$ cat src/rtl/atm_keypad_entry.sv
// Keypad front-end for the ATM: builds a 4-digit account number and a 1-digit PIN from key
// strobes, issues a login request, tracks the verdict, and enforces inactivity timeout and lockout.
module atm_keypad_entry #(
  parameter int ACC_DIGITS  = 4,
  parameter int MAX_TRIES   = 3,
  parameter int IDLE_CYCLES = 1000,
  parameter int LOCK_CYCLES = 5000
) (
  input  logic        clk,
  input  logic        rst,
  input  logic        key_valid,
  input  logic [3:0]  key_code,
  output logic        req_valid,
  input  logic        req_ack,
  output logic [11:0] acc_number,
  output logic [3:0]  pin,
  input  logic        resp_valid,
  input  logic        resp_ok,
  output logic [2:0]  digit_count,
  output logic        in_pin,
  output logic        logged_in,
  output logic        locked,
  output logic        err,
  output logic        timeout,
  output logic [2:0]  dbg_state
);

  // Handshake: req_valid rises the cycle after enter is accepted in PIN_ENTRY and stays high,
  // with acc_number/pin frozen, until req_ack is sampled high; resp_valid counts only in WAIT_RESP.
  typedef enum logic [2:0] {
    S_ACC_ENTRY = 3'd0,
    S_PIN_ENTRY = 3'd1,
    S_REQUEST   = 3'd2,
    S_WAIT_RESP = 3'd3,
    S_SESSION   = 3'd4,
    S_LOCKED    = 3'd5
  } state_t;

  localparam int IDLE_W = $clog2(IDLE_CYCLES);
  localparam int LOCK_W = $clog2(LOCK_CYCLES);
  localparam logic [IDLE_W-1:0] IDLE_LAST = IDLE_W'(IDLE_CYCLES - 1);
  localparam logic [LOCK_W-1:0] LOCK_LAST = LOCK_W'(LOCK_CYCLES - 1);
  localparam logic [2:0] ACC_N   = 3'(ACC_DIGITS);
  localparam logic [2:0] TRIES_N = 3'(MAX_TRIES);
  localparam logic [3:0] KEY_BS     = 4'hA;
  localparam logic [3:0] KEY_ENTER  = 4'hB;
  localparam logic [3:0] KEY_CANCEL = 4'hC;

  state_t            state_q, state_d;
  logic [11:0]       acc_q, acc_d;
  logic [3:0]        pin_q, pin_d;
  logic [2:0]        cnt_q, cnt_d;
  logic [2:0]        fail_q, fail_d;
  logic [IDLE_W-1:0] idle_q, idle_d;
  logic [LOCK_W-1:0] lock_q, lock_d;
  logic              err_q, err_d;
  logic              to_q, to_d;
  logic              clr;
  logic              is_digit;
  logic [15:0]       acc_x;

  always_comb begin
    state_d  = state_q;
    acc_d    = acc_q;
    pin_d    = pin_q;
    cnt_d    = cnt_q;
    fail_d   = fail_q;
    idle_d   = '0;
    lock_d   = '0;
    err_d    = 1'b0;
    to_d     = 1'b0;
    clr      = 1'b0;
    is_digit = (key_code <= 4'd9);
    // Only evaluated while fewer than ACC_DIGITS digits are held, so acc_q <= 999 here.
    acc_x    = {4'd0, acc_q} * 16'd10 + {12'd0, key_code};

    case (state_q)
      S_ACC_ENTRY: begin
        if (key_valid) begin
          if (is_digit) begin
            if (cnt_q >= ACC_N || acc_x > 16'd4095) begin
              err_d = 1'b1;
            end else begin
              acc_d = acc_x[11:0];
              cnt_d = cnt_q + 3'd1;
            end
          end else if (key_code == KEY_BS) begin
            if (cnt_q != 3'd0) begin
              acc_d = acc_q / 12'd10;
              cnt_d = cnt_q - 3'd1;
            end
          end else if (key_code == KEY_ENTER) begin
            if (cnt_q == ACC_N) begin
              state_d = S_PIN_ENTRY;
              cnt_d   = 3'd0;
            end else begin
              err_d = 1'b1;
            end
          end else if (key_code == KEY_CANCEL) begin
            clr = 1'b1;
          end
        end else if (cnt_q != 3'd0 || acc_q != 12'd0) begin
          if (idle_q == IDLE_LAST) begin
            to_d = 1'b1;
            clr  = 1'b1;
          end else begin
            idle_d = idle_q + 1'b1;
          end
        end
      end

      S_PIN_ENTRY: begin
        if (key_valid) begin
          if (is_digit) begin
            if (cnt_q == 3'd0) begin
              pin_d = key_code;
              cnt_d = 3'd1;
            end else begin
              err_d = 1'b1;
            end
          end else if (key_code == KEY_BS) begin
            pin_d = 4'd0;
            cnt_d = 3'd0;
          end else if (key_code == KEY_ENTER) begin
            if (cnt_q == 3'd1) state_d = S_REQUEST;
            else               err_d   = 1'b1;
          end else if (key_code == KEY_CANCEL) begin
            clr = 1'b1;
          end
        end else if (idle_q == IDLE_LAST) begin
          to_d = 1'b1;
          clr  = 1'b1;
        end else begin
          idle_d = idle_q + 1'b1;
        end
      end

      S_REQUEST: begin
        if (req_ack) state_d = S_WAIT_RESP;
      end

      S_WAIT_RESP: begin
        if (resp_valid) begin
          if (resp_ok) begin
            state_d = S_SESSION;
            fail_d  = 3'd0;
          end else begin
            fail_d = fail_q + 3'd1;
            err_d  = 1'b1;
            clr    = 1'b1;
          end
        end
      end

      S_SESSION: begin
        if (key_valid && key_code == KEY_CANCEL) clr = 1'b1;
      end

      S_LOCKED: begin
        if (lock_q == LOCK_LAST) begin
          state_d = S_ACC_ENTRY;
          fail_d  = 3'd0;
        end else begin
          lock_d = lock_q + 1'b1;
        end
      end

      default: clr = 1'b1;
    endcase

    if (clr) begin
      state_d = S_ACC_ENTRY;
      acc_d   = 12'd0;
      pin_d   = 4'd0;
      cnt_d   = 3'd0;
    end
    // A failed verdict that exhausts the tries overrides the return to ACC_ENTRY.
    if (state_q == S_WAIT_RESP && resp_valid && !resp_ok && fail_d == TRIES_N) begin
      state_d = S_LOCKED;
    end
  end

  always_ff @(posedge clk) begin
    if (!rst) begin
      state_q <= S_ACC_ENTRY;
      acc_q   <= 12'd0;
      pin_q   <= 4'd0;
      cnt_q   <= 3'd0;
      fail_q  <= 3'd0;
      idle_q  <= '0;
      lock_q  <= '0;
      err_q   <= 1'b0;
      to_q    <= 1'b0;
    end else begin
      state_q <= state_d;
      acc_q   <= acc_d;
      pin_q   <= pin_d;
      cnt_q   <= cnt_d;
      fail_q  <= fail_d;
      idle_q  <= idle_d;
      lock_q  <= lock_d;
      err_q   <= err_d;
      to_q    <= to_d;
    end
  end

  assign req_valid   = (state_q == S_REQUEST);
  assign in_pin      = (state_q == S_PIN_ENTRY);
  assign logged_in   = (state_q == S_SESSION);
  assign locked      = (state_q == S_LOCKED);
  assign acc_number  = acc_q;
  assign pin         = pin_q;
  assign digit_count = cnt_q;
  assign err         = err_q;
  assign timeout     = to_q;
  assign dbg_state   = state_q;

endmodule
$ cat config.mk
export PLATFORM = sky130hd
export DESIGN_NAME = atm_keypad_entry
export DESIGN_NICKNAME = d
export VERILOG_FILES = /design/src/rtl/atm_keypad_entry.sv
export SDC_FILE = /design/constraint.sdc
export NUM_CORES = 1
export LEC_CHECK = 0
export ABC_AREA = 1
export CAP_MARGIN = 20
export CORE_MARGIN = 1
export CORE_UTILIZATION = 50
export CTS_CLUSTER_SIZE = 12
export DETAILED_ROUTE_END_ITERATION = 8
export GPL_TIMING_DRIVEN = 0
export PLACE_DENSITY = 0.69
export REMOVE_ABC_BUFFERS = 1
export SETUP_SLACK_MARGIN = 0.05
export SYNTH_ARGS = -nofsm -noshare
export SYNTH_HDL_FRONTEND = slang
export SYNTH_SLANG_ARGS = --single-unit
$ cat constraint.sdc
create_clock -name clk -period 4.2 [get_ports clk]
set_input_delay 0.42 -clock clk [delete_from_list [all_inputs] [get_ports clk]]
set_output_delay 0.42 -clock clk [all_outputs]
set_load 0.03 [all_outputs]
==> results of run 1 <==
area by class of cell:
cell class | instances | area share, %
sequential | 50 | 22.34
timing repair buffer | 37 | 8.245
inverter | 99 | 8.273
clock inverter | 3 | 0.4735
multi-input combinational | 442 | 56.38
clock buffer | 5 | 1.532
tap | 99 | 2.758
through the flow:
stage	util, %	area, µm²
after floorplan	-	3876
after global placement	58.99	4370
after detailed placement	58.99	4370
after CTS	60.24	4463
after global routing	60.63	4492
final	60.63	4492
kinds of logic (layout without fill, tap and decap cells):
family,count (synthesis),after routing,synth area share [%]
adder cells (fa/ha/maj),32,32,10.66
XOR/XNOR,17,17,3.823
AO/OA/AOI/OAI,110,110,16.32
buffers and inverters,104,144,10.02
AND/OR/NAND/NOR,283,283,33.47
flip-flops,50,50,25.70
state kept, by name, indices dropped and copies added (netlist names):
signal and cells:
err 1, digit_count 3, pin 4, idle_q 10, lock_q 13, acc_number 12
timeout 1, dbg_state 3, fail_q 3
timing repair:
item	in CTS	in global routing
resized for setup	2	9
buffers inserted	0	0
setup endpoints to repair	15	15
cloned	0	0
hold buffers	0	0
pin swaps	0	0
synthesized netlist by cell type (all sizes together), types with 9 or more instances:
| cell type | n |
|---|---|
| a211oi | 9 |
| a21oi | 42 |
| dfxtp | 50 |
| ha | 30 |
| inv | 99 |
| nand2 | 126 |
| nand3 | 43 |
| nand4 | 12 |
| nor2 | 68 |
| nor3 | 18 |
| o21ai | 35 |
| xor2 | 13 |
path summary, 6_finish.rpt:
check / endpoint / slack (ns) / cells after the start
setup / recovery: digit_count[0] / 0.40 / 17
hold / removal: idle_q[9] / 0.47 / 2
setup reg to reg: digit_count[0] / 0.40 / 17
hold reg to reg: idle_q[9] / 0.47 / 2
routing by layer:
layer / wire length, µm / vias up / GRT usage, % / part of all wire, %
met3: 343 / 9 / 3.283 / 3.7
li1: - / 2061 / - / -
met2: 4486 / 78 / 42.18 / 48
met4: 78 / 0 / 5.914 / 0.83
met1: 4459 / 1805 / 30.53 / 48
met5: 0 / - / 0 / 0
worst max-delay path: stages, from the launching register on:
cell and delay [ns]:
sky130_fd_sc_hd__dfxtp_1 0.49, sky130_fd_sc_hd__ha_1 0.23, sky130_fd_sc_hd__ha_1 0.17, sky130_fd_sc_hd__inv_1 0.06, sky130_fd_sc_hd__fa_1 0.40, sky130_fd_sc_hd__o21ai_1 0.23
sky130_fd_sc_hd__a21oi_1 0.11, sky130_fd_sc_hd__o21ai_1 0.23, sky130_fd_sc_hd__xor2_1 0.23, sky130_fd_sc_hd__nand3_1 0.17, sky130_fd_sc_hd__o221ai_1 0.20, sky130_fd_sc_hd__nand4_1 0.17
sky130_fd_sc_hd__o21ai_4 0.25, sky130_fd_sc_hd__nor2_1 0.08, sky130_fd_sc_hd__a31oi_1 0.18, sky130_fd_sc_hd__o2111ai_2 0.21, sky130_fd_sc_hd__o21ai_0 0.23, sky130_fd_sc_hd__a21oi_1 0.06
==> tab_implementation.tex, run 1 <==
\begin{tabular}{lr}
\hline
Metric & Value \\
\hline
\multicolumn{2}{l}{\textbf{Hold path}} \\
Startpoint of the most critical hold path & idle\_q[9] \\
Path type of the worst min-delay path & flop to flop \\
\multicolumn{2}{l}{\textbf{Synthesis}} \\
Post-synth top flop & sky130\_fd\_sc\_hd\_\_dfxtp\_1 \\
Post-Syn Area & 3895 µm² \\
Post-synthesis average cell area & between 6 and 7 µm² \\
Cell accounting for the most synthesized area & sky130\_fd\_sc\_hd\_\_dfxtp\_1 \\
FFs w/ async S/R, synth & 0\% \\
Post-synthesis cell count & 596 \\
Distinct cells, synth & between 40 and 50 \\
Share of synthesized area occupied by flip-flops and latches & about a quarter \\
Number of synthesized flops with an enable pin & 0 \\
Yosys top cell area share & around 26\% \\
Most area-consuming cells after synthesis & sky130\_fd\_sc\_hd\_\_dfxtp\_1 (26\%), sky130\_fd\_sc\_hd\_\_nand2\_1 (11\%), sky130\_fd\_sc\_hd\_\_ha\_1 (9.6\%) \\
\#FFs+latches synth & 50 \\
Total number of yosys warnings & 0 \\
\multicolumn{2}{l}{\textbf{Die}} \\
Die width & 90.26 µm \\
Boundary pin count & 38 \\
Standard-cell rows & 31 \\
Starting utilization of the core area & a little over half \\
Full die area & slightly above 8000 µm² \\
Area of the core region & roughly 7400 µm² \\
Die extent in y & $\sim$90 µm \\
\multicolumn{2}{l}{\textbf{CTS}} \\
TritonCTS clock tree & yes \\
Clock transition at the registers of the reported paths & roughly 0.10 ns \\
Clock Root Buffer & sky130\_fd\_sc\_hd\_\_clkbuf\_8 \\
Clk sinks & 50 \\
Cts bufs inserted & 5 \\
Max H-tree Level & 2 \\
Bufs on Longest Clock Path & 2 \\
Clock latency on the worst-skew pair & about 0.30 ns \\
\multicolumn{2}{l}{\textbf{Worst setup path}} \\
Endpoint type of the worst setup path & flop \\
Worst endpoint data arrival time & 4.00 ns \\
Critical path peak fanout & 7 \\
Endpoint required time on the critical path & 4.39 ns \\
Worst reg2reg path startpoint & acc\_number[2] \\
Worst Setup Path Type & flop to flop \\
Start point of the critical path & acc\_number[2] \\
Worst Setup Start Kind & flop \\
\multicolumn{2}{l}{\textbf{Timing}} \\
Post-Route Hold Slack & 0.4681 ns \\
Relative max-transition margin & between 40\% and 50\% \\
Maximum clock skew at final layout & around 0.0072 ns \\
Final worst-path cycle share & around nine tenths \\
Highest clock frequency the design can meet & $\sim$0.26 GHz \\
Final setup viols & 0 \\
Hold Fails Final Rpt & 0 \\
Min Clock Period, post-route & roughly 3.8 ns \\
Slew @ Worst Pin & roughly 0.83 ns \\
RSZ-0062 raised after global routing & false \\
Final Worst Setup Slack & between 0.3 and 0.4 ns \\
Final Slew Violations & 0 \\
Accumulated negative setup slack & 0 ns \\
\multicolumn{2}{l}{\textbf{Final layout}} \\
Fill cell count & approximately 700 \\
Final \#Nets & between 600 and 700 \\
Non-filler instance count after layout & about 740 \\
Most frequent standard cell in the layout excluding fill and tap cells & sky130\_fd\_sc\_hd\_\_nand2\_1 \\
Sequential Area & 1003 µm² \\
Area growth, synth to finish & 15.32\% \\
Total area of multi-input combinational cells & about 2500 µm² \\
Most frequent cells in the layout & sky130\_fd\_sc\_hd\_\_nand2\_1 (108), sky130\_fd\_sc\_hd\_\_inv\_1 (89), sky130\_fd\_sc\_hd\_\_nor2\_1 (68), sky130\_fd\_sc\_hd\_\_dfxtp\_1 (48), sky130\_fd\_sc\_hd\_\_a21oi\_1 (40) \\
Share of post-route cells with drive strength above 1 & just under 9\% \\
Number of antenna diodes & 0 \\
\multicolumn{2}{l}{\textbf{Drt}} \\
Number of search-and-repair iterations in the first detailed-routing pass & 4 \\
Number of design rule violations left after detail routing & 0 \\
Vias/cell & $\sim$5.4 \\
Total Routed Length & about 9.4 mm \\
DRC violation total after the first TritonRoute iteration & roughly 240 \\
Antenna-violating nets left & 0 \\
Routed vias & approximately 4,000 \\
WL/cell & between 10 and 15 µm \\
\multicolumn{2}{l}{\textbf{GRT}} \\
Number of antenna violations at the first check in global routing & 0 \\
Grt ovf & 0 \\
Via count of the first global-routing pass & 3,768 \\
Largest net degree at the start of global routing & 25 \\
First-pass GRT wire length & $\sim$16 mm \\
Tot GR Track Use & about a quarter \\
\multicolumn{2}{l}{\textbf{Place}} \\
Place WS & -0.3068 ns \\
Buffers added on ports & 37 \\
Placed wire-length estimate after detailed placement & $\sim$7.3 mm \\
RePlAce Congestion & roughly 0.85 \\
Number of cells after detailed placement & 727 \\
\multicolumn{2}{l}{\textbf{Flow run}} \\
Max-cap violation count & 0 \\
\multicolumn{2}{l}{\textbf{Run status}} \\
Run status & finished, final reports clean \\
\hline
\end{tabular}
Power of run 1 is not shown: default switching activity piles up to over one toggle a cycle in this logic, so the estimate is an artifact.
==> run 2, diff against run 1 <==
--- a/config.mk
+++ b/config.mk
@@ -7,11 +7,13 @@
 export LEC_CHECK = 0
 export ABC_AREA = 1
 export CAP_MARGIN = 20
-export CORE_MARGIN = 1
+export CORE_ASPECT_RATIO = 0.75
+export CORE_MARGIN = 5
 export CORE_UTILIZATION = 50
 export CTS_CLUSTER_SIZE = 12
 export DETAILED_ROUTE_END_ITERATION = 8
 export GPL_TIMING_DRIVEN = 0
+export HOLD_SLACK_MARGIN = 0.03
 export PLACE_DENSITY = 0.69
 export REMOVE_ABC_BUFFERS = 1
 export SETUP_SLACK_MARGIN = 0.05
==> tab_implementation.tex, run 2 (same netlist as run 1, synthesis figures left out) <==
\begin{tabular}{lr}
\hline
Metric & Value \\
\hline
\multicolumn{2}{l}{\textbf{Run status}} \\
Run status & finished, final reports clean \\
\multicolumn{2}{l}{\textbf{Die}} \\
Starting utilization of the core area & a little over half \\
Boundary pin count & 38 \\
Die width & around 110 µm \\
Area of the core region & around 7500 µm² \\
Full die area & a little under 10,000 µm² \\
Standard-cell rows & 27 \\
Die extent in y & 86.44 µm \\
\multicolumn{2}{l}{\textbf{Place}} \\
Placed wire-length estimate after detailed placement & about 7.3 mm \\
RePlAce Congestion & just under 0.9 \\
Place WS & -0.2017 ns \\
Buffers added on ports & 37 \\
Standard cell area after detailed placement & 4373 µm² \\
Number of cells after detailed placement & between 700 and 800 \\
\multicolumn{2}{l}{\textbf{Final layout}} \\
Area growth, synth to finish & 15.52\% \\
Final \#Nets & 677 \\
Largest register FFs & 13 \\
Most frequent standard cell in the layout excluding fill and tap cells & sky130\_fd\_sc\_hd\_\_nand2\_1 \\
Most frequent cells in the layout & sky130\_fd\_sc\_hd\_\_nand2\_1 (108), sky130\_fd\_sc\_hd\_\_inv\_1 (88), sky130\_fd\_sc\_hd\_\_nor2\_1 (68), sky130\_fd\_sc\_hd\_\_dfxtp\_1 (50), sky130\_fd\_sc\_hd\_\_a21oi\_1 (40) \\
Largest register by flop count & lock\_q \\
Post-Layout Inst Area & between 4000 and 5000 µm² \\
Share of post-route cells with drive strength above 1 & between 8 and 9\% \\
Number of antenna diodes & 0 \\
Non-filler instance count after layout & around 740 \\
\multicolumn{2}{l}{\textbf{Drt}} \\
Vias/cell & roughly 5.3 \\
Number of search-and-repair iterations in the first detailed-routing pass & 5 \\
Total Routed Length & between 9 and 10 mm \\
Routed vias & 3,918 \\
Antenna-violating nets left & 0 \\
WL/cell & between 10 and 15 µm \\
Number of design rule violations left after detail routing & 0 \\
DRC violation total after the first TritonRoute iteration & 279 \\
\multicolumn{2}{l}{\textbf{GRT}} \\
Tot GR Track Use & between 10\% and 20\% \\
Met3 track demand over resource in global routing & between 4 and 5\% \\
Met1 track demand over resource in global routing & roughly 29\% \\
Largest net degree at the start of global routing & 25 \\
First-pass GRT wire length & 16.37 mm \\
GR Layer Usage met2 & a little under a third \\
Via count of the first global-routing pass & 3,535 \\
Grt ovf & 0 \\
Most crowded layer after global routing & met2 \\
Number of antenna violations at the first check in global routing & 0 \\
\multicolumn{2}{l}{\textbf{Timing}} \\
Final worst-path cycle share & approximately 90\% \\
Min Clock Period, post-route & around 3.8 ns \\
RSZ-0062 raised after global routing & false \\
Final Worst Setup Slack & about 0.37 ns \\
Final Slew Violations & 0 \\
Relative max-transition margin & 47.21\% \\
Slew @ Worst Pin & between 0.7 and 0.8 ns \\
Maximum clock skew at final layout & between 0.009 and 0.01 ns \\
Accumulated negative setup slack & 0 ns \\
Highest clock frequency the design can meet & 0.2611 GHz \\
Final setup viols & 0 \\
Hold Fails Final Rpt & 0 \\
\multicolumn{2}{l}{\textbf{Worst setup path}} \\
Critical Path, Cell by Cell & ha\_1 > ha\_1 > inv\_1 > fa\_1 > or2\_2 > nor2\_1 > nand3\_1 > nor2\_1 > inv\_1 > nor2\_1 > inv\_1 > a21oi\_1 > a21oi\_1 > nor3\_1 > o21ai\_2 > nand2\_2 > inv\_2 > o21ai\_0 > a21oi\_1 \\
Endpoint type of the worst setup path & flop \\
Worst reg2reg path startpoint & acc\_number[1] \\
Peak per-stage delay on the critical path & just over 0.5 ns \\
Critical path peak fanout & 17 \\
Worst endpoint data arrival time & around 4 ns \\
Worst Setup Path Type & flop to flop \\
CP max-delay cell & sky130\_fd\_sc\_hd\_\_dfxtp\_1 \\
Worst r2r path cells & 19 \\
Endpoint required time on the critical path & 4.41 ns \\
Worst Setup Start Kind & flop \\
Start point of the critical path & acc\_number[1] \\
\multicolumn{2}{l}{\textbf{CTS}} \\
Clock transition at the registers of the reported paths & 0.10 ns \\
Cts bufs inserted & 5 \\
TritonCTS clock tree & yes \\
Number of buffers added to fix hold violations after cts & 0 \\
Max H-tree Level & 2 \\
Clk sinks & 50 \\
Clock latency on the worst-skew pair & between 0.3 and 0.4 ns \\
Clock Root Buffer & sky130\_fd\_sc\_hd\_\_clkbuf\_8 \\
Number of setup buffers added after CTS & 0 \\
Bufs on Longest Clock Path & 2 \\
\multicolumn{2}{l}{\textbf{Flow run}} \\
Max-cap violation count & 0 \\
\multicolumn{2}{l}{\textbf{Hold path}} \\
Worst Hold Depth & 1 \\
Path type of the worst min-delay path & flop to flop \\
Startpoint of the most critical hold path & lock\_q[0] \\
\hline
\end{tabular}
==> run 2: what timing repair did <==
action	CTS	global route
gates resized for setup	2	6
setup endpoints to repair	12	15
gates cloned	0	0
==> run 2: layout make-up <==
type / count / area [µm²]
multi-input combinational: 442 / 2520
fill: 727 / 2967
timing repair buffer: 37 / 370.4
tap: 101 / 126.4
clock inverter: 2 / 37.54
sequential: 50 / 1001
clock buffer: 6 / 72.57
inverter: 99 / 371.6
==> run 2: worst paths after layout <==
check | end | slack (ns)
setup / recovery | acc_number[6] | 0.37
hold / removal | lock_q[0] | 0.46
setup reg to reg | acc_number[6] | 0.37
hold reg to reg | lock_q[0] | 0.46
==> run 2: metrics by stage <==
stage	hold WS (ns)	utilization, %
floorplan	0.4175	-
global placement	0.4327	58.57
detailed placement	0.4435	58.57
CTS	0.4602	60.08
global route	0.4763	60.26
finish	0.4598	60.26
==> run 2: critical path: cells and delay by family (launching register included) <==
family | cells | cell delay [ns]
compound gates | 5 | 0.56
fa+ha+maj | 3 | 0.96
buf+inv | 4 | 0.35
flops | 1 | 0.51
simple gates | 7 | 1.35
==> run 2: metal layers <==
metal	wire length (µm)	share of wire, %
met1	5068	54
met2	3914	42
met3	418	4.4
met4	25	0.27
met5	0	0
Power of run 2 is left out for the same reason.
==> edit (config.mk and constraints of run 2) <==
`LOCK_CYCLES`: 5000 -> 1250.
--- a/src/rtl/atm_keypad_entry.sv
+++ b/src/rtl/atm_keypad_entry.sv
@@ -5,5 +5,5 @@
   parameter int MAX_TRIES   = 3,
   parameter int IDLE_CYCLES = 1000,
-  parameter int LOCK_CYCLES = 5000
+  parameter int LOCK_CYCLES = 1250
 ) (
   input  logic        clk,
Check against the original RTL: no difference found for any inputs over 4 cycles, from zero or initial values and one cycle with rst low; that may be too few to reach the edited logic, so the function may still have changed.
==> edit against run 2 <==
  * Worst setup slack worse by 0.014 ns
  * Design area rose by 1.4%
  * Sequential cell count down 2
  * Synthesized cell count decreased by 0.84%
  * First-iteration DRC count increased by 3.9%
  * Via count is 2.0% lower
  * Synthesized area barely moved
  * Wire length rose by 0.64%
  * Hold slack improved by 0.015 ns
==> edit: results <==
set metrics [dict create \
    largest_reg_flops 12 \
    worst_pin_slew_ns 0.7121 \
    synthTopCellsByArea "dfxtp_1, nand2_1, ha_1, inv_1, a21oi_1" \
    ys_seq_area_frac 0.2465 \
    drive_above_1_share 0.1120 \
    grt_use_total 0.1990 \
    io_buffers 37 \
    num_vias 3838 \
    synth-adder-area-share 0.1098 \
    wl_um 9487 \
    gr-usage-met2 0.3069 \
    max_stage_delay_ns 0.46 \
    synth-xor-area-share 0.04268 \
    fill_cells 695 \
    gp_congestion 0.8545 \
    synth-compound-area-share 0.1598 \
    final_nets 676 \
    grt_use_met3 0.03699 \
    drtIter0Drc 290 \
    fin_skew_ns 0.01108 \
    grt_pass1_wl_um 16270 \
    antenna_found_initial 0 \
    dr.pass1.iters 4 \
    dp_hpwl_um 7336 \
    final_cells 735 \
    grt_max_degree 20 \
    dp.cells 726 \
    yosys-top-cells-count "nand2_1, inv_1, nor2_1" \
    grtUsageMet1 0.2922 \
    critical_path_peak_fanout 9 \
    status "completed" \
    syn_area_per_cell_um2 6.597 \
    slowest_stage "fa_1" \
    leakagePower_nw 2.039 \
    async_reset_ff_frac 0 \
    grt_pass1_vias 3557 \
]
-- edit: changes by cell type in the layout (fill, tap and decap cells not counted), moves of 5 or more --
cell     before  now
a21oi_1      40   46
nand3_1      36   45
nor2_1       68   58
dfxtp_2       0    5
inv_1        88   80
dfxtp_1      50   43
a31oi_1       8    3
-- edit: layout make-up --
type                            instances  area share
Inverter                               89     0.07323
Clock buffer                            6     0.01810
Multi-Input combinational cell        450      0.5760
Clock inverter                          2    0.008502
Sequential cell                        48      0.2120
Tap cell                              101     0.02770
Timing Repair Buffer                   39     0.08448
-- edit: final timing paths --
| check | cells after the start | slack [ns] | endpoint | startpoint |
|---|---|---|---|---|
| setup / recovery | 17 | 0.36 | digit_count[1]$_SDFFE_PP0P_ | acc_number[3]$_SDFFE_PP0P_ |
| hold / removal | 1 | 0.47 | lock_q[0]$_SDFF_PP0_ | lock_q[0]$_SDFF_PP0_ |
| setup reg to reg | 17 | 0.36 | digit_count[1]$_SDFFE_PP0P_ | acc_number[3]$_SDFFE_PP0P_ |
| hold reg to reg | 1 | 0.47 | lock_q[0]$_SDFF_PP0_ | lock_q[0]$_SDFF_PP0_ |
-- edit: metrics by stage --
stage / area [um^2] / setup slack (ns)
2_1_floorplan: 3880 / 0.5189
5_1_grt: 4562 / 0.1144
6_report: 4562 / 0.3569
4_1_cts: 4517 / 0.06364
3_3_place_gp: 4377 / -0.6020
3_5_place_dp: 4384 / -0.04766
-- edit: worst max-delay path: cells and delay by family, from the launching register on --
family	cells	cell delay [ns]
buffers and inverters	3	0.30
DFF	1	0.44
and+or+nand+nor	6	1.24
AOI/OAI and AO/OA	5	0.77
adders and majority gates	3	0.95
-- edit: power breakdown --
group          internal (mW)  total (mW)  leakage, nW  switching, mW
clock network          0.195       0.364       0.0614          0.169
registers              0.485       0.542        0.391         0.0572
logic                  0.515        1.45         1.59          0.933
-- edit: cells by family (layout without fill, tap and decap cells) --
group | count (synthesis) | in the layout
buffers and inverters | 93 | 136
AND/OR/NAND/NOR | 289 | 289
flip-flops | 48 | 48
adder cells (fa/ha/maj) | 33 | 33
XOR/XNOR | 19 | 19
AO/OA/AOI/OAI | 109 | 109
-- edit: layer usage --
| metal | routed length [um] | vias to the layer above |
|---|---|---|
| met5 | 0 | - |
| met3 | 415 | 8 |
| met2 | 4022 | 71 |
| met4 | 71 | 0 |
| met1 | 4978 | 1706 |
| li1 | - | 2053 |
-- edit: what timing repair did --
action | in CTS | in global routing
resized for setup | 2 | 14
buffers inserted | 0 | 1
hold endpoints to repair | 0 | 0
pin swaps | 0 | 3
setup endpoints to repair | 8 | 15
